--- config.mk ---
export PLATFORM = sky130hd
export DESIGN_NAME = dabble_reverse
export DESIGN_NICKNAME = d
export VERILOG_FILES = /design/src/rtl/dabble_pkg.sv /design/src/rtl/dabble_reverse_sub3.sv /design/src/rtl/dabble_reverse.sv
export SDC_FILE = /design/constraint.sdc
export NUM_CORES = 1
export LEC_CHECK = 0
export ABC_AREA = 0
export CORE_MARGIN = 2
export CORE_UTILIZATION = 58
export DETAILED_ROUTE_END_ITERATION = 8
export PLACE_DENSITY = 0.87
export REMOVE_ABC_BUFFERS = 1
export SLEW_MARGIN = 20
export SYNTH_ARGS = -nofsm -noshare
export SYNTH_HDL_FRONTEND = slang
export SYNTH_HIERARCHICAL = 1
export SYNTH_SLANG_ARGS = --single-unit
--- constraint.sdc ---
create_clock -name clock -period 5.37 [get_ports clock]
set_input_delay 0.8055 -clock clock [delete_from_list [all_inputs] [get_ports clock]]
set_output_delay 0.8055 -clock clock [all_outputs]
set_load 0.02 [all_outputs]
--- src/rtl/dabble_pkg.sv ---
// Shared types and constants for the BCD-to-binary (reverse double-dabble) converter.
package dabble_pkg;

  localparam int DIGIT_BITS = 4;

  typedef logic [DIGIT_BITS-1:0] bcd_digit_t;

  typedef enum logic [1:0] {
    ST_IDLE = 2'd0,
    ST_RUN  = 2'd1,
    ST_DONE = 2'd2
  } state_t;

  // A packed BCD digit is only legal in the range 0..9.
  function automatic logic digit_invalid(input bcd_digit_t d);
    return (d > 4'd9);
  endfunction

endpackage

--- src/rtl/dabble_reverse_sub3.sv ---
// Per-digit correction step of the reverse double-dabble: subtract 3 from any digit >= 8.
module sub3
  import dabble_pkg::*;
(
  input  logic [DIGIT_BITS-1:0] din,
  output logic [DIGIT_BITS-1:0] dout
);

  assign dout = (din >= 4'd8) ? din - 4'd3 : din;

endmodule

--- src/rtl/dabble_reverse.sv ---
// Iterative packed-BCD to binary converter, one shift/correct step per clock.
// Optional input digit checking is enabled by defining DABBLE_REVERSE_DIGIT_CHECK_EN.
module dabble_reverse
  import dabble_pkg::*;
#(
  parameter int NUM_DIGITS = 5,
  parameter int WIDTH_OUT  = 17
) (
  input  logic                           clock,
  input  logic                           reset,
  input  logic                           start,
  input  logic [DIGIT_BITS*NUM_DIGITS-1:0] bcd,
  output logic [WIDTH_OUT-1:0]           bin,
  output logic                           busy,
  output logic                           done,
  output logic                           overflow,
  output logic                           err
);

  localparam int BCD_W = DIGIT_BITS * NUM_DIGITS;
  localparam int SCR_W = BCD_W + WIDTH_OUT;
  localparam int CNT_W = $clog2(WIDTH_OUT) + 1;

  state_t               state_q, state_d;
  logic [SCR_W-1:0]     scratch_q, scratch_d;
  logic [CNT_W-1:0]     cnt_q, cnt_d;
  logic [WIDTH_OUT-1:0] bin_q, bin_d;
  logic                 overflow_q, overflow_d;

  logic [SCR_W-1:0]     shifted;
  logic [BCD_W-1:0]     adjusted_bcd;
  logic [SCR_W-1:0]     iter_next;
  logic                 last_iter;
  logic                 accept;

  // One iteration: shift right, then correct every digit of the BCD field.
  assign shifted = scratch_q >> 1;

  for (genvar gi = 0; gi < NUM_DIGITS; gi++) begin : g_digit
    sub3 u_sub3 (
      .din  (shifted[WIDTH_OUT + gi*DIGIT_BITS +: DIGIT_BITS]),
      .dout (adjusted_bcd[gi*DIGIT_BITS +: DIGIT_BITS])
    );
  end

  assign iter_next = {adjusted_bcd, shifted[WIDTH_OUT-1:0]};
  assign last_iter = (cnt_q == CNT_W'(WIDTH_OUT - 1));
  assign accept    = start && (state_q != ST_RUN);

  always_ff @(posedge clock) begin
    if (reset) begin
      state_q <= ST_IDLE;
    end else begin
      state_q <= state_d;
    end
  end

  always_comb begin
    state_d = state_q;
    case (state_q)
      ST_IDLE: if (start)     state_d = ST_RUN;
      ST_RUN:  if (last_iter) state_d = ST_DONE;
      ST_DONE: if (start)     state_d = ST_RUN;
      default:                state_d = ST_IDLE;
    endcase
  end

  always_comb begin
    busy = (state_q == ST_RUN);
    done = (state_q == ST_DONE);
  end

  // Datapath: bcd is captured only on acceptance; bin moves only on the final iteration.
  always_comb begin
    scratch_d  = scratch_q;
    cnt_d      = cnt_q;
    bin_d      = bin_q;
    overflow_d = overflow_q;
    if (accept) begin
      scratch_d  = {bcd, {WIDTH_OUT{1'b0}}};
      cnt_d      = '0;
      overflow_d = 1'b0;
    end else if (state_q == ST_RUN) begin
      scratch_d = iter_next;
      cnt_d     = cnt_q + CNT_W'(1);
      if (last_iter) begin
        bin_d      = iter_next[WIDTH_OUT-1:0];
        overflow_d = |iter_next[SCR_W-1:WIDTH_OUT];
      end
    end
  end

  always_ff @(posedge clock) begin
    if (reset) begin
      scratch_q  <= '0;
      cnt_q      <= '0;
      bin_q      <= '0;
      overflow_q <= 1'b0;
    end else begin
      scratch_q  <= scratch_d;
      cnt_q      <= cnt_d;
      bin_q      <= bin_d;
      overflow_q <= overflow_d;
    end
  end

  assign bin      = bin_q;
  assign overflow = overflow_q;

`ifdef DABBLE_REVERSE_DIGIT_CHECK_EN
  logic [NUM_DIGITS-1:0] digit_bad;
  logic                  err_q, err_d;

  for (genvar gi = 0; gi < NUM_DIGITS; gi++) begin : g_check
    assign digit_bad[gi] = digit_invalid(bcd[gi*DIGIT_BITS +: DIGIT_BITS]);
  end

  always_comb begin
    err_d = err_q;
    if (accept) begin
      err_d = |digit_bad;
    end
  end

  always_ff @(posedge clock) begin
    if (reset) begin
      err_q <= 1'b0;
    end else begin
      err_q <= err_d;
    end
  end

  assign err = err_q;
`else
  assign err = 1'b0;
`endif

endmodule

==> summary.md, run 1 <==
| Metric | Value |
|---|---|
| Post-synthesis sequential area ratio | 0.425 |
| Hold/Removal Path Class | flip-flop to flip-flop |
| Full die area | 5620 µm² |
| Relative slew slack | 0.247 |
| I/O pin count | 44 |
| Post-cts resize count | 0 |
| Vias after detailed routing | 2557 |
| Max Cap Viol | 0 |
| Layout cells sized above 1 | 0.0510 |
| Max VDD drop | 0.166 mV |
| Nets | 422 |
| Hold depth | 2 |
| Top layer reached by signal wires | met4 |
| Routed len/inst | 13.4 µm |
| Seq cells post-synth | 62 |
| Met2 WL | 3030 µm |
| H-Tree Depth | 3 |
| Gr ovfl total | 0 |
| Initial DRT Pass Iterations | 4 |
| Commonest non-fill, non-tap cell in the layout | dfxtp_1 |
| Final setup fails | 0 |
| Outcome | completed |
| Worst setup EP type | primary output |
| Comb pwr share | 0.121 |
| TNS Setup | 0 ps |
| TritonCTS Buffers | 9 |
| Synth warn | 6 |
| Final Max Slew Viols | 0 |
| CTS tree | built |
| IO buf count | 42 |
| Clk buf depth | 2 |
| Core ar. | 4790 µm² |
| Most frequent cells in the layout | 62 x dfxtp_1, 46 x a21oi_1, 45 x nand2_1 |
| Critical path's top delay family | buffers and inverters |
| Buf/Inv on CP | 2 |
| Synthesized cell area | 2920 µm² |
| Instance count on the critical path | 3 |
| CTS Sinks | 62 |
| Cells on worst reg2reg path | 7 |
| DRT Wirelength | 6160 µm |
| Worst-Skew Late Latency | 350 ps |
| Post-DRT Antenna Nets | 0 |
| Starting Density | 0.611 |
| Synth Instances | 351 |
| Worst EP arrival | 2020 ps |
| Initial antenna violation count | 0 |
| Critical path's slowest cell | clkdlybuf4s50_1 |
| DRT iter0 DRCs | 162 |
| Die Wd | 75.0 µm |
| Worst path cell trace | nand2b_2 -> inv_1 -> clkdlybuf4s50_1 |
| Cell row count | 25 |
| Area grow syn2layout | 22.2% |
| Worst Path Required | 4560 ps |
| Leakage | 1.33 nW |
| Drt via density | 5.57 |
| Tot Pwr | 1.07 mW |
| Fmax | 354 MHz |
| Hold_buf cts | 0 |
| Tcrit/Tclk final | 0.525 |
| GR Util All Layers | 0.241 |
| CP Class | flip-flop to primary output |
| Reg clk slew, reported paths | 70 ps |
| Critical path startpoint category | flip-flop |
| Tmin final | 2820 ps |
| ANT cells | 0 |
| Hpwl dp | 4010 µm |
| DRC viols | 0 |
| Worst-Margin Slew | 1120 ps |
| Met3 wire len | 219 µm |
| CTS Root Cell | clkbuf_8 |
| Pin count of the biggest net entering global routing | 64 |
| CP max stage delay | 710 ps |
| Pwr dens | 300 nW/µm² |
| Crit-path max FO | 20 |
| Yosys cell types | 33 |
| Internal power | 0.801 mW |
| Global-route wire length before repair | 10300 µm |
| Final Hold Viols | 0 |
| Flop pwr share | 0.466 |
| GPL Wtd Cong | 0.792 |
| Syn Area/Cell | 8.33 µm² |
| Switch share | 0.253 |
| Clock network fraction of design power | 0.413 |
| Clock skew | 5.63 ps |
| Vias in the first global route | 2348 |
| Die Y | 75.0 µm |
| Wl on met1 | 2740 µm |
| Setup Fix Bufs, Post-CTS | 0 |
| RSZ-0062 raised after global routing | false |
| Sw Pwr | 0.271 mW |
metal layers:
layer | vias up | GRT usage
li1 | 1266 | -
met1 | 1210 | 0.287
met2 | 64 | 0.405
met3 | 17 | 0.0469
met4 | 0 | 0.135
met5 | - | 0
through the flow:
stage	hold WS, ps	setup slack, ps	cells	util	cell area, µm²
6_report	473	2550	459	0.746	3570
5_1_grt	494	2440	459	0.746	3570
4_1_cts	472	2560	459	0.746	3570
3_5_place_dp	461	2870	443	0.700	3350
3_3_place_gp	449	2900	443	0.700	3350
2_1_floorplan	437	2380	331	-	2820
cells by family after synthesis:
group	Yosys count	synth area share
and+or+nand+nor	113	0.183
AOI/OAI and AO/OA	94	0.181
DFF	62	0.425
buffers and inverters	38	0.0574
muxes	20	0.0685
adders and majority gates	12	0.0514
xor gates and xnor gates	11	0.0330
other	1	0.00128
worst reg2reg max path, cell delays in order, from the launching register on:
cell and delay [ps]:
dfxtp_1 420, inv_1 70, ha_1 280, nand2_1 60, o21ai_0 90, or4_1 570
nor4_1 190, a211oi_1 110
power by group through the flow:
| stage | combinational (mW) | sequential [mW] | clock (mW) |
|---|---|---|---|
| global placement | 0.122 | 0.508 | 0 |
| global route | 0.144 | 0.502 | 0.466 |
| detailed placement | 0.127 | 0.509 | 0 |
| CTS | 0.129 | 0.499 | 0.446 |
| floorplan | 0.0821 | 0.503 | 0 |
| finish | 0.129 | 0.499 | 0.443 |
cell type report:
cell class	count	area, µm²
Clock buffer	14	183
Clock inverter	2	37.5
Fill cell	361	1210
Inverter	13	48.8
Multi-Input combinational cell	256	1540
Sequential cell	62	1240
Tap cell	67	83.8
Timing Repair Buffer	45	443
worst paths after layout:
check,from,to,slack [ps]
hold / removal,scratch_q[1],scratch_q[1],470
hold reg to reg,scratch_q[1],scratch_q[1],470
setup / recovery,state_q[1],busy,2550
setup reg to reg,scratch_q[22],overflow,3440
synth_stat cells:
| library cell | count | share of area |
|---|---|---|
| or4_1 | 3 | 0.0077 |
| nand3_1 | 18 | 0.031 |
| nand2b_1 | 8 | 0.017 |
| a21o_1 | 1 | 0.0026 |
| mux2i_1 | 20 | 0.068 |
| nand2_1 | 45 | 0.058 |
| buf_4 | 2 | 0.0051 |
| buf_2 | 7 | 0.012 |
| o21ai_0 | 24 | 0.041 |
| and4b_1 | 1 | 0.0034 |
| inv_1 | 13 | 0.017 |
| clkbuf_1 | 13 | 0.017 |
| o21ai_1 | 1 | 0.0017 |
| ha_1 | 12 | 0.051 |
| buf_6 | 1 | 0.0039 |
| nor4_1 | 4 | 0.0086 |
| xor2_1 | 6 | 0.018 |
| xnor2_1 | 5 | 0.015 |
| nand4b_1 | 1 | 0.0030 |
| and2b_1 | 1 | 0.0026 |
| and3_1 | 1 | 0.0021 |
| a211oi_1 | 21 | 0.054 |
| nor2b_1 | 5 | 0.011 |
| conb_1 | 1 | 0.0013 |
| buf_1 | 1 | 0.0013 |
| o31ai_1 | 1 | 0.0026 |
| nand3b_1 | 1 | 0.0026 |
| or3_1 | 3 | 0.0064 |
| a21oi_1 | 46 | 0.079 |
| nor3_2 | 1 | 0.0034 |
| clkbuf_2 | 1 | 0.0017 |
| nor2_1 | 21 | 0.027 |
| dfxtp_1 | 62 | 0.42 |
registers in the layout, indices dropped and copies added (netlist names):
name       count
scratch_q     36
state_q        2
cnt_q          6
overflow       1
bin           17
Note: power is estimated with default switching activity, not from simulation.
==> run 2, diff against run 1 <==
--- a/config.mk
+++ b/config.mk
@@ -7,9 +7,9 @@
 export LEC_CHECK = 0
 export ABC_AREA = 0
 export CORE_MARGIN = 2
-export CORE_UTILIZATION = 58
+export CORE_UTILIZATION = 48
 export DETAILED_ROUTE_END_ITERATION = 8
-export PLACE_DENSITY = 0.87
+export PLACE_DENSITY = 0.77
 export REMOVE_ABC_BUFFERS = 1
 export SLEW_MARGIN = 20
 export SYNTH_ARGS = -nofsm -noshare
==> constraint.sdc (replaced) <==
create_clock -name clock -period 2.55 [get_ports clock]
set_input_delay 0.3825 -clock clock [delete_from_list [all_inputs] [get_ports clock]]
set_output_delay 0.3825 -clock clock [all_outputs]
set_load 0.02 [all_outputs]
==> run 2 against run 1 <==
Against the previous run: clock skew down 1.0 ps; core utilization is 13 points lower; die area increased by 20%; sequential cell count unchanged; wire length down 0.49%; non-clock buffer count is 7 higher; clock-buffer cell count decreased by 5; setup slack lost 2100 ps; critical path depth unchanged; critical path type unchanged; largest cell class unchanged.
==> summary.md, run 2 (synthesis results as in run 1) <==
| Metric | Value |
|---|---|
| Tot Pwr | 2.32 mW |
| Hold/Removal Path Class | flip-flop to flip-flop |
| Pwr dens | 638 nW/µm² |
| Initial antenna violation count | 0 |
| Nets | 429 |
| GPL Wtd Cong | 0.804 |
| Worst-Margin Slew | 582 ps |
| Hold_buf cts | 0 |
| Worst setup EP type | primary output |
| Cell row count | 28 |
| Global-route wire length before repair | 10500 µm |
| Critical Path Source | state_q[1] |
| DRT Wirelength | 6130 µm |
| Max VDD drop | 0.403 mV |
| CP Class | flip-flop to primary output |
| Clk buf depth | 2 |
| GR Util All Layers | 0.204 |
| Most frequent cells in the layout | 62 x dfxtp_1, 46 x a21oi_1, 45 x nand2_1 |
| Vias after detailed routing | 2505 |
| Relative slew slack | 0.612 |
| Post-cts resize count | 0 |
| TritonCTS Buffers | 9 |
| CTS tree | built |
| Crit-path max FO | 15 |
| Pin count of the biggest net entering global routing | 40 |
| Comb pwr share | 0.119 |
| Die Wd | 82.0 µm |
| Drt via density | 5.31 |
| Tcrit/Tclk final | 0.828 |
| Sw Pwr | 0.555 mW |
| Clock skew | 4.58 ps |
| Final WS setup | 438 ps |
| Full die area | 6730 µm² |
| Worst r2r src | scratch_q[22] |
| Fmax | 474 MHz |
| Worst EP arrival | 1730 ps |
| CP max stage delay | 610 ps |
| CTS Root Cell | clkbuf_8 |
| Worst Path Required | 2170 ps |
| Area grow syn2layout | 24.5% |
| Hpwl dp | 4150 µm |
| Post-DRT Antenna Nets | 0 |
| Final Max Slew Viols | 0 |
| Max Cap Viol | 0 |
| Layout cells sized above 1 | 0.0655 |
| Reg clk slew, reported paths | 60 ps |
| Die Y | 82.0 µm |
| Starting Density | 0.497 |
| DRC viols | 0 |
| Fin util | 0.618 |
| Core ar. | 5890 µm² |
| Vias in the first global route | 2316 |
| Commonest non-fill, non-tap cell in the layout | dfxtp_1 |
| Setup Fix Bufs, Post-CTS | 0 |
| Worst-Skew Late Latency | 340 ps |
| Final setup fails | 0 |
| RSZ-0062 raised after global routing | false |
| Gr ovfl total | 0 |
| Flop pwr share | 0.452 |
| H-Tree Depth | 3 |
| I/O pin count | 44 |
| Largest Register | scratch_q |
| Final-layout fill cell count | 535 |
| Worst path cell trace | nand2b_2 -> inv_1 -> clkdlybuf4s50_1 |
| Max reg flops | 36 |
| Dpl ws | 647 ps |
| CTS Sinks | 62 |
| Register area | 1240 µm² |
| Clock network fraction of design power | 0.429 |
| Internal power | 1.77 mW |
| Critical path's slowest cell | clkdlybuf4s50_1 |
| Area of the multi-input gates | 1540 µm² |
| Final Hold Viols | 0 |
| Critical path startpoint category | flip-flop |
| Tmin final | 2110 ps |
| Hold path start | scratch_q[1] |
| Leakage | 1.37 nW |
| Initial DRT Pass Iterations | 4 |
| Switch share | 0.239 |
| DRT iter0 DRCs | 106 |
| Outcome | completed |
| Routed len/inst | 13.0 µm |
| ANT cells | 0 |
| IO buf count | 42 |
run 2: power by group through the flow:
stage / clock [mW] / sequential (mW) / combinational (mW)
final: 0.997 / 1.05 / 0.275
after global routing: 1.06 / 1.06 / 0.312
after detailed placement: 0 / 1.07 / 0.275
after global placement: 0 / 1.07 / 0.268
after CTS: 1.02 / 1.05 / 0.277
after floorplan: 0 / 1.06 / 0.173
run 2: layer usage:
layer	track usage	routed length, µm	share of wire
met3	0.0648	298	0.049
met1	0.240	2790	0.46
met4	0.0683	94	0.015
met5	0	0	0
met2	0.349	2950	0.48
run 2: stage by stage:
stage          std cells  TNS [ps]  hold slack (ps)  instance area [µm²]
6_report             472         0              459                 3640
5_1_grt              472         0              495                 3640
4_1_cts              472         0              463                 3640
3_5_place_dp         458         0              454                 3410
3_3_place_gp         458         0              445                 3410
2_1_floorplan        331      -891              437                 2820
run 2: layout make-up:
cell class	count	share of cell area
Inverter	13	0.0134
Multi-Input combinational cell	256	0.422
Sequential cell	62	0.341
Clock buffer	9	0.0340
Clock inverter	5	0.0275
Tap cell	75	0.0258
Timing Repair Buffer	52	0.136
run 2: worst paths after layout:
kind / to / slack (ps) / cells past startpoint
worst max register to register: overflow / 630 / 7
worst max-delay path: busy / 440 / 3
worst min-delay path: scratch_q[1] / 460 / 2
worst min register to register: scratch_q[1] / 460 / 2
run 2: worst max-delay path: cells and delay by family, from the launching register on:
family,cells,cell delay [ps]
buffers and inverters,2,750
flip-flops,1,330
AND/OR/NAND/NOR,1,310
==> run 3, diff against run 2 <==
==> constraint.sdc (replaced) <==
create_clock -name clock -period 1.85 [get_ports clock]
set_input_delay 0.2775 -clock clock [delete_from_list [all_inputs] [get_ports clock]]
set_output_delay 0.2775 -clock clock [all_outputs]
set_load 0.02 [all_outputs]
==> run 3 against run 2 <==
Against the previous run: combinational power is 47% higher; setup slack got worse by 400 ps; sequential cell count unchanged; highest routed layer unchanged; clock skew is 0.53 ps higher.
==> summary.md, run 3 (synthesis results as in run 1) <==
| Metric | Value |
|---|---|
| Final WS setup | 42.6 ps |
| Max Cap Viol | 0 |
| Largest Register | scratch_q |
| CP Class | flip-flop to flip-flop |
| Gr ovfl total | 0 |
| Cell row count | 28 |
| Full die area | 6730 µm² |
| DRC viols | 0 |
| Worst-Skew Late Latency | 340 ps |
| Hpwl dp | 4170 µm |
| Buf/Inv on CP | 0 |
| Worst setup EP type | flip-flop |
| Post-DRT Antenna Nets | 0 |
| Critical path's slowest cell | or4_4 |
| Max reg flops | 36 |
| Tmin final | 1810 ps |
| CTS tree | built |
| Pwr dens | 888 nW/µm² |
| GPL Wtd Cong | 0.803 |
| Hold depth | 2 |
| Die Y | 82.0 µm |
| Clock skew | 5.11 ps |
| Critical path's top delay family | simple AND/OR/NAND/NOR gates |
| Commonest non-fill, non-tap cell in the layout | dfxtp_1 |
| Area grow syn2layout | 27.8% |
| Routed len/inst | 12.8 µm |
| Worst Path Required | 2070 ps |
| Cells on worst reg2reg path | 6 |
| Hold/Removal Path Class | flip-flop to flip-flop |
| H-Tree Depth | 3 |
| Vias after detailed routing | 2562 |
| Worst path cell trace | ha_1 -> nand2b_4 -> xnor2_2 -> or4_4 -> nor4_4 -> a211oi_1 |
| Worst EP arrival | 2020 ps |
| Critical path startpoint category | flip-flop |
| Leakage | 1.42 nW |
| Drt via density | 5.38 |
| Core ar. | 5890 µm² |
| Dpl ws | -22.5 ps |
| Hold path start | scratch_q[1] |
| Layout cells sized above 1 | 0.0923 |
| CTS Sinks | 62 |
| Reg clk slew, reported paths | 70 ps |
| IO buf count | 42 |
| ANT cells | 0 |
| DRT iter0 DRCs | 122 |
| Final setup fails | 0 |
| FF-to-FF End | overflow |
| Vias in the first global route | 2399 |
| Clk buf depth | 2 |
| DRT Wirelength | 6090 µm |
| Fmax | 553 MHz |
| Starting Density | 0.497 |
| Worst r2r src | scratch_q[18] |
| Nets | 431 |
| Crit-path max FO | 5 |
| CP max stage delay | 550 ps |
| Tcrit/Tclk final | 0.977 |
| Global-route wire length before repair | 10400 µm |
| Most frequent cells in the layout | 59 x dfxtp_1, 46 x a21oi_1, 45 x nand2_1 |
| Max VDD drop | 0.576 mV |
| Initial DRT Pass Iterations | 5 |
| Pin count of the biggest net entering global routing | 32 |
| RSZ-0062 raised after global routing | true |
| FF-to-FF setup slack | 40 ps |
| Hold slack | 455 ps |
| Outcome | completed |
| Final Max Slew Viols | 0 |
| TritonCTS Buffers | 9 |
| WHS Endpoint | scratch_q[1] |
| Final Hold Viols | 0 |
| GR Util All Layers | 0.202 |
| Initial antenna violation count | 0 |
| I/O pin count | 44 |
| Die Wd | 82.0 µm |
| CTS Root Cell | clkbuf_8 |
-- run 3: cell types whose count changed in the layout (fill, tap and decap cells not counted), moves of 2 or more --
cell	previous run	this run
clkdlybuf4s50_1	42	40
dfxtp_1	62	59
dfxtp_4	0	2
clkinv_2	2	0
-- run 3: per-layer routing --
metal | share of wire | routed length, µm | vias up | GRT usage
met4 | 0.0062 | 38 | 0 | 0.0667
met1 | 0.44 | 2690 | 1186 | 0.229
li1 | - | - | 1295 | -
met5 | 0 | 0 | - | 0
met3 | 0.050 | 305 | 6 | 0.0703
met2 | 0.50 | 3050 | 75 | 0.352
-- run 3: worst max path at each step --
stage	start	end	slack (ps)	depth (start not counted)
6_report	scratch_q[18]	overflow	40	6
5_1_grt	scratch_q[18]	overflow	-50	6
4_1_cts	state_q[0]	done	8	2
3_5_place_dp	scratch_q[22]	overflow	-20	7
3_3_place_gp	scratch_q[22]	overflow	70	7
2_1_floorplan	state_q[1]	state_q[0]	-750	4
-- run 3: timing repair --
item | in CTS | in global routing
gates resized for setup | 2 | 11
pin swaps | 0 | 4
setup buffers | 0 | 0
hold buffers | 0 | 0
endpoints found under the setup margin | 2 | 2
-- run 3: through the flow --
stage | instances | util | power, mW | TNS, ps | cell area, µm²
floorplan | 331 | - | 1.70 | -17450 | 2820
global placement | 460 | 0.585 | 1.85 | 0 | 3440
detailed placement | 460 | 0.585 | 1.86 | -22.5 | 3440
CTS | 476 | 0.627 | 3.33 | 0 | 3690
global route | 476 | 0.635 | 3.46 | -48.4 | 3730
finish | 476 | 0.635 | 3.32 | 0 | 3730
-- run 3: power by group --
| part | switching [mW] | leakage (nW) | internal [mW] |
|---|---|---|---|
| clock network | 0.528 | 0.120 | 0.934 |
| registers | 0.0619 | 0.506 | 1.39 |
| logic | 0.212 | 0.793 | 0.192 |
-- run 3: final cells by class --
class	instances	area, µm²
repair buffers	54	524
clock inverters	5	106
flip-flops and latches	62	1250
inverters	13	48.8
clock buffers	11	141
multi-input cells	256	1570
well taps	75	93.8
fillers	515	2150
-- run 3: tightest hold or removal path, stage by stage (launching register included) --
cell	delay, ps
dfxtp_1	310
nand2_1	50
a21oi_1	50
==> RTL edit 1, RTL diff (settings of run 2) <==
Set the parameter `NUM_DIGITS` to 6 (it was 5).
--- a/src/rtl/dabble_reverse.sv
+++ b/src/rtl/dabble_reverse.sv
@@ -4,5 +4,5 @@
   import dabble_pkg::*;
 #(
-  parameter int NUM_DIGITS = 5,
+  parameter int NUM_DIGITS = 6,
   parameter int WIDTH_OUT  = 17
 ) (
Interface: changed (resized bcd); port bits go from 44 to 48. No check against the original RTL was run, so the function may have changed too.
==> RTL edit 1 against run 2 <==
  * Sequential cell count rose by 4
  * Wire length rose by 9.8%
  * Global-route usage fell by 0.30 points
  * Synthesized cell count rose by 6.8%
  * Via count rose by 4.8%
  * Synthesized area rose by 7.9%
  * Cell area rose by 6.3%
  * Power rose by 3.7%
  * Setup slack improved by 28 ps
  * Clock skew rose by 4.8 ps
==> RTL edit 1: results (changes against run 2) <==
[outcome]
outcome = finished, final reports clean  ; unchanged

[detailed_routing]
via_per_inst = 5.263  ; was 5.307
num_vias = 2626  ; was 2,505
avgRoutedWirePerCell_um = 13.50  ; was 12.99 um
drtIter0Drc = 151  ; was 106

[cts]
cts_root_buf = clkbuf_8  ; unchanged
clkTransAtPathRegs_ps = 70
cts_setup_buffers = 0  ; unchanged
clockBufferDepth = 2  ; unchanged
cts_buffers = 9  ; unchanged
cts_resized = 0  ; unchanged
cts-htree-levels = 3  ; unchanged

[sta]
fin_skew_ps = 9.352  ; was 4.578 ps
worst_pin_slew_ps = 649.3  ; was 582.4 ps

[yosys]
synth-edff-count = 0  ; unchanged
synthArstFlopShare_pct = 0  ; unchanged
ys_types = 30  ; was 33
avgSynthCellArea_um2 = 8.411  ; was 8.327 um^2
seq_area_frac_synth_pct = 41.89  ; was 42.47%
ys.flop_type = dfxtp_1  ; unchanged
synth_commonest_cells = nand2_1, dfxtp_1, a21oi_1  ; was dfxtp_1, a21oi_1, nand2_1
synthTopCellsByArea = dfxtp_1, nand2_1, mux2i_1, a211oi_1, ha_1  ; was dfxtp_1, a21oi_1, mux2i_1, nand2_1, a211oi_1

[global_routing]
grt_use_total_pct = 20.08  ; was 20.38%
grt_start_max_net_pins = 69  ; was 40
grt_pass1_vias = 2491  ; was 2,316
grt_pass1_wl_mm = 11.56  ; was 10.46 mm

[worst_setup_path]
worst_path_max_delay_cell = clkdlybuf4s50_1  ; unchanged
cp.arrival_ps = 1700  ; was 1730 ps
path_max_fanout = 25  ; was 15
crit_family = buffers and inverters  ; unchanged
worst_path_largest_cell_delay_ps = 660  ; was 610 ps

[final_layout]
largest_reg_flops = 40  ; was 36
stdcell_area_um2 = 3866  ; was 3638 um^2
fin_nets = 459  ; was 429
nFillCells = 543  ; was 535
top_register = scratch_q  ; unchanged
layout-drive-gt1-share_pct = 8.294  ; was 6.549%

[pwr]
vdd_drop_max_mv = 0.3982  ; was 0.4031 mV
p_leak_nw = 1.457  ; was 1.369 nW
switching_share_pct = 26.65  ; was 23.88%

[worst_hold_path]
hold_path.class = in -> reg  ; was reg -> reg

[placed_design]
placement.io_buffers = 46  ; was 42
gp_congestion = 0.7945  ; was 0.8042
placed_cells = 484  ; was 458
dp_hpwl_mm = 4.448  ; was 4.153 mm
dpl_cell_area_um2 = 3650  ; was 3415 um^2

[RTL edit 1: worst paths after layout]
check	depth (start not counted)	slack, ps	startpoint	endpoint
setup / recovery	3	470	state_q[1]	busy
hold / removal	2	400	reset	scratch_q[28]
setup reg to reg	8	770	scratch_q[18]	overflow
hold reg to reg	2	460	bin[5]	bin[5]
[RTL edit 1: per-stage QoR]
stage / power [mW] / worst slack (ps)
finish: 2.409 / 465.9
global route: 2.538 / 388.8
CTS: 2.433 / 441.0
detailed placement: 1.474 / 769.9
global placement: 1.457 / 760.6
floorplan: 1.340 / -145.3
[RTL edit 1: kinds of logic (layout without fill, tap and decap cells)]
group / count (synthesis) / after routing / share of synthesized area [%]
buf+inv: 40 / 82 / 6.029
mux: 24 / 24 / 7.616
other cells: 1 / 6 / 0.1189
compound gates: 75 / 75 / 15.11
xor+xnor: 16 / 16 / 4.443
fa+ha+maj: 14 / 14 / 5.553
flops: 66 / 66 / 41.89
simple gates: 139 / 139 / 19.24
[RTL edit 1: final cells by class]
cell class | instances | area share (%)
multi-input cells | 274 | 43.04
clock inverters | 6 | 2.395
flip-flops and latches | 66 | 34.17
repair buffers | 51 | 13.07
well taps | 77 | 2.492
clock buffers | 9 | 3.204
inverters | 16 | 1.618
[RTL edit 1: power groups by stage]
stage	clock network [mW]	registers, mW	logic (mW)
after CTS	0.979	1.12	0.329
after global placement	0	1.14	0.313
final	0.958	1.12	0.326
after global routing	1.04	1.13	0.367
after floorplan	0	1.13	0.205
after detailed placement	0	1.15	0.326
[RTL edit 1: routing by layer]
layer	global-route usage [%]	vias to the layer above	part of all wire (%)
met5	0	-	0
met4	5.051	0	0.59
met3	7.588	6	5.1
met2	34.23	57	50
met1	23.87	1235	45
li1	-	1328	-
==> RTL edit 2, RTL diff (config.mk and constraints of run 2) <==
Made on the original files. Add an input register stage for `start`; this delays it by one clock. The other inputs are not delayed to match.
--- a/src/rtl/dabble_reverse.sv
+++ b/src/rtl/dabble_reverse.sv
@@ -21,4 +21,10 @@
   localparam int SCR_W = BCD_W + WIDTH_OUT;
   localparam int CNT_W = $clog2(WIDTH_OUT) + 1;
+
+  logic start_q;
+
+  always_ff @(posedge clock) begin
+    start_q <= start;
+  end
 
   state_t               state_q, state_d;
@@ -46,5 +52,5 @@
   assign iter_next = {adjusted_bcd, shifted[WIDTH_OUT-1:0]};
   assign last_iter = (cnt_q == CNT_W'(WIDTH_OUT - 1));
-  assign accept    = start && (state_q != ST_RUN);
+  assign accept    = start_q && (state_q != ST_RUN);
 
   always_ff @(posedge clock) begin
@@ -59,7 +65,7 @@
     state_d = state_q;
     case (state_q)
-      ST_IDLE: if (start)     state_d = ST_RUN;
+      ST_IDLE: if (start_q)     state_d = ST_RUN;
       ST_RUN:  if (last_iter) state_d = ST_DONE;
-      ST_DONE: if (start)     state_d = ST_RUN;
+      ST_DONE: if (start_q)     state_d = ST_RUN;
       default:                state_d = ST_IDLE;
     endcase
Behaviour: not the same (a bounded check fails within 4 cycles, from zero or initial values and one cycle with reset high).
==> RTL edit 2 against run 2 <==
  * Power shrank 5.2%
  * Via count decreased by 5.5%
  * Synthesized area barely moved
  * Sequential cell count up 1
  * Register-to-register slack improved by 70 ps
  * Wire length down 5.5%
  * Setup slack worse by 88 ps
  * Cell area decreased by 2.1%
==> RTL edit 2: results (changes against run 2) <==
[outcome]
outcome = finished, final reports clean  ; unchanged

[worst_setup_path]
r2r_setup_slack_ps = 700  ; was 630 ps
worst_path_largest_cell_delay_ps = 690  ; was 610 ps
cp.arrival_ps = 1820  ; was 1730 ps
path_max_fanout = 25  ; was 15
worst_path_max_delay_cell = clkdlybuf4s50_1  ; unchanged
crit_family = buffers and inverters  ; unchanged

[detailed_routing]
wl_met2_mm = 2.721  ; was 2.945 mm
via_per_inst = 5.101  ; was 5.307
routed_wl_mm = 5.796  ; was 6.132 mm
drtIter0Drc = 125  ; was 106
routedLengthMet1_mm = 2.766  ; was 2.793 mm
maxUsedRoutingLayer = met4  ; unchanged
num_vias = 2367  ; was 2,505
route.met3.wl_um = 167  ; was 298 um

[cts]
clkTransAtPathRegs_ps = 60  ; about the same
clockBufferDepth = 2  ; unchanged
cts_root_buf = clkbuf_8  ; unchanged
cts_setup_buffers = 0  ; unchanged
clk_latency_ps = 330

[global_routing]
use_met1_pct = 24.03  ; was 24.05%
globalRouteMet3Util_pct = 3.407  ; was 6.484%
grt_use_total_pct = 19.03  ; was 20.38%
grt_pass1_vias = 2203  ; was 2,316
grt_start_max_net_pins = 61  ; was 40
gr-usage-met2_pct = 30.41  ; was 34.88%
grt_pass1_wl_mm = 9.818  ; was 10.46 mm

[yosys]
seq_area_frac_synth_pct = 43.11  ; was 42.47%
ys_types = 32  ; was 33
synth_cells = 346  ; was 351
ys.flop_type = dfxtp_1  ; unchanged
synth_commonest_cells = nand2_1, dfxtp_1, a21oi_1  ; was dfxtp_1, a21oi_1, nand2_1
synthTopCellsByArea = dfxtp_1, nand2_1, mux2i_1, a21oi_1, a211oi_1  ; was dfxtp_1, a21oi_1, mux2i_1, nand2_1, a211oi_1

[pwr]
p_leak_nw = 1.328  ; was 1.369 nW
vdd_drop_max_mv = 0.4067  ; was 0.4031 mV

[worst_hold_path]
hold_path.class = reg -> reg  ; unchanged

[sta]
fin_skew_ps = 6.605  ; was 4.578 ps
worst_pin_slew_ps = 676.3  ; was 582.4 ps

[final_layout]
nFillCells = 527  ; was 535
fin_nets = 420  ; was 429
layout-drive-gt1-share_pct = 8.483  ; was 6.549%

[placed_design]
dp_hpwl_mm = 3.832  ; was 4.153 mm
placed_cells = 449  ; was 458
gp_congestion = 0.7500  ; was 0.8042

==> RTL edit 2: cell count changes after synthesis, sizes merged, moves of 3 or more <==
cell	before	now
a21oi	46	43
clkbuf	14	11
nand2	45	78
nand3	18	2
nor2	21	26
o21ai	25	5
or3	3	0
or4	3	0
xor2	6	9
==> RTL edit 2: cell type report <==
class                           count  share of cell area [%]
Clock buffer                       12                   4.355
Clock inverter                      3                   1.194
Inverter                           14                   1.475
Multi-Input combinational cell    252                   42.50
Sequential cell                    63                   35.41
Tap cell                           75                   2.634
Timing Repair Buffer               45                   12.43
==> RTL edit 2: worst paths after layout <==
check                                start       end  cells past startpoint
worst min-delay path                bin[0]    bin[0]                      2
worst max-delay path            state_q[1]      busy                      3
worst max register to register  state_q[1]  overflow                      4
worst min register to register      bin[0]    bin[0]                      2
==> RTL edit 2: cells by family after synthesis <==
kind of cell             count (synthesis)  share of synthesized area, %
AO/OA/AOI/OAI                           69                         14.88
XOR/XNOR                                14                         4.192
adder cells (fa/ha/maj)                 12                         5.132
buffers and inverters                   36                         5.860
flip-flops                              63                         43.11
multiplexers                            20                         6.843
other                                    1                        0.1282
AND/OR/NAND/NOR                        131                         19.85
==> RTL edit 2: where the power goes <==
| part | internal (mW) | switching, mW |
|---|---|---|
| Combinational | 0.123 | 0.154 |
| Clock | 0.498 | 0.361 |
| Sequential | 1.02 | 0.0445 |
==> RTL edit 2: through the flow <==
stage / util, % / hold WS, ps / setup WS (ps) / instance area [um^2]
floorplan: - / 410.2 / -140.9 / 2825
global placement: 56.83 / 441.6 / 727.2 / 3364
detailed placement: 56.83 / 445.8 / 691.1 / 3364
global route: 60.16 / 470.5 / 236.6 / 3562
CTS: 60.16 / 454.0 / 325.3 / 3562
finish: 60.16 / 450.0 / 350.4 / 3562
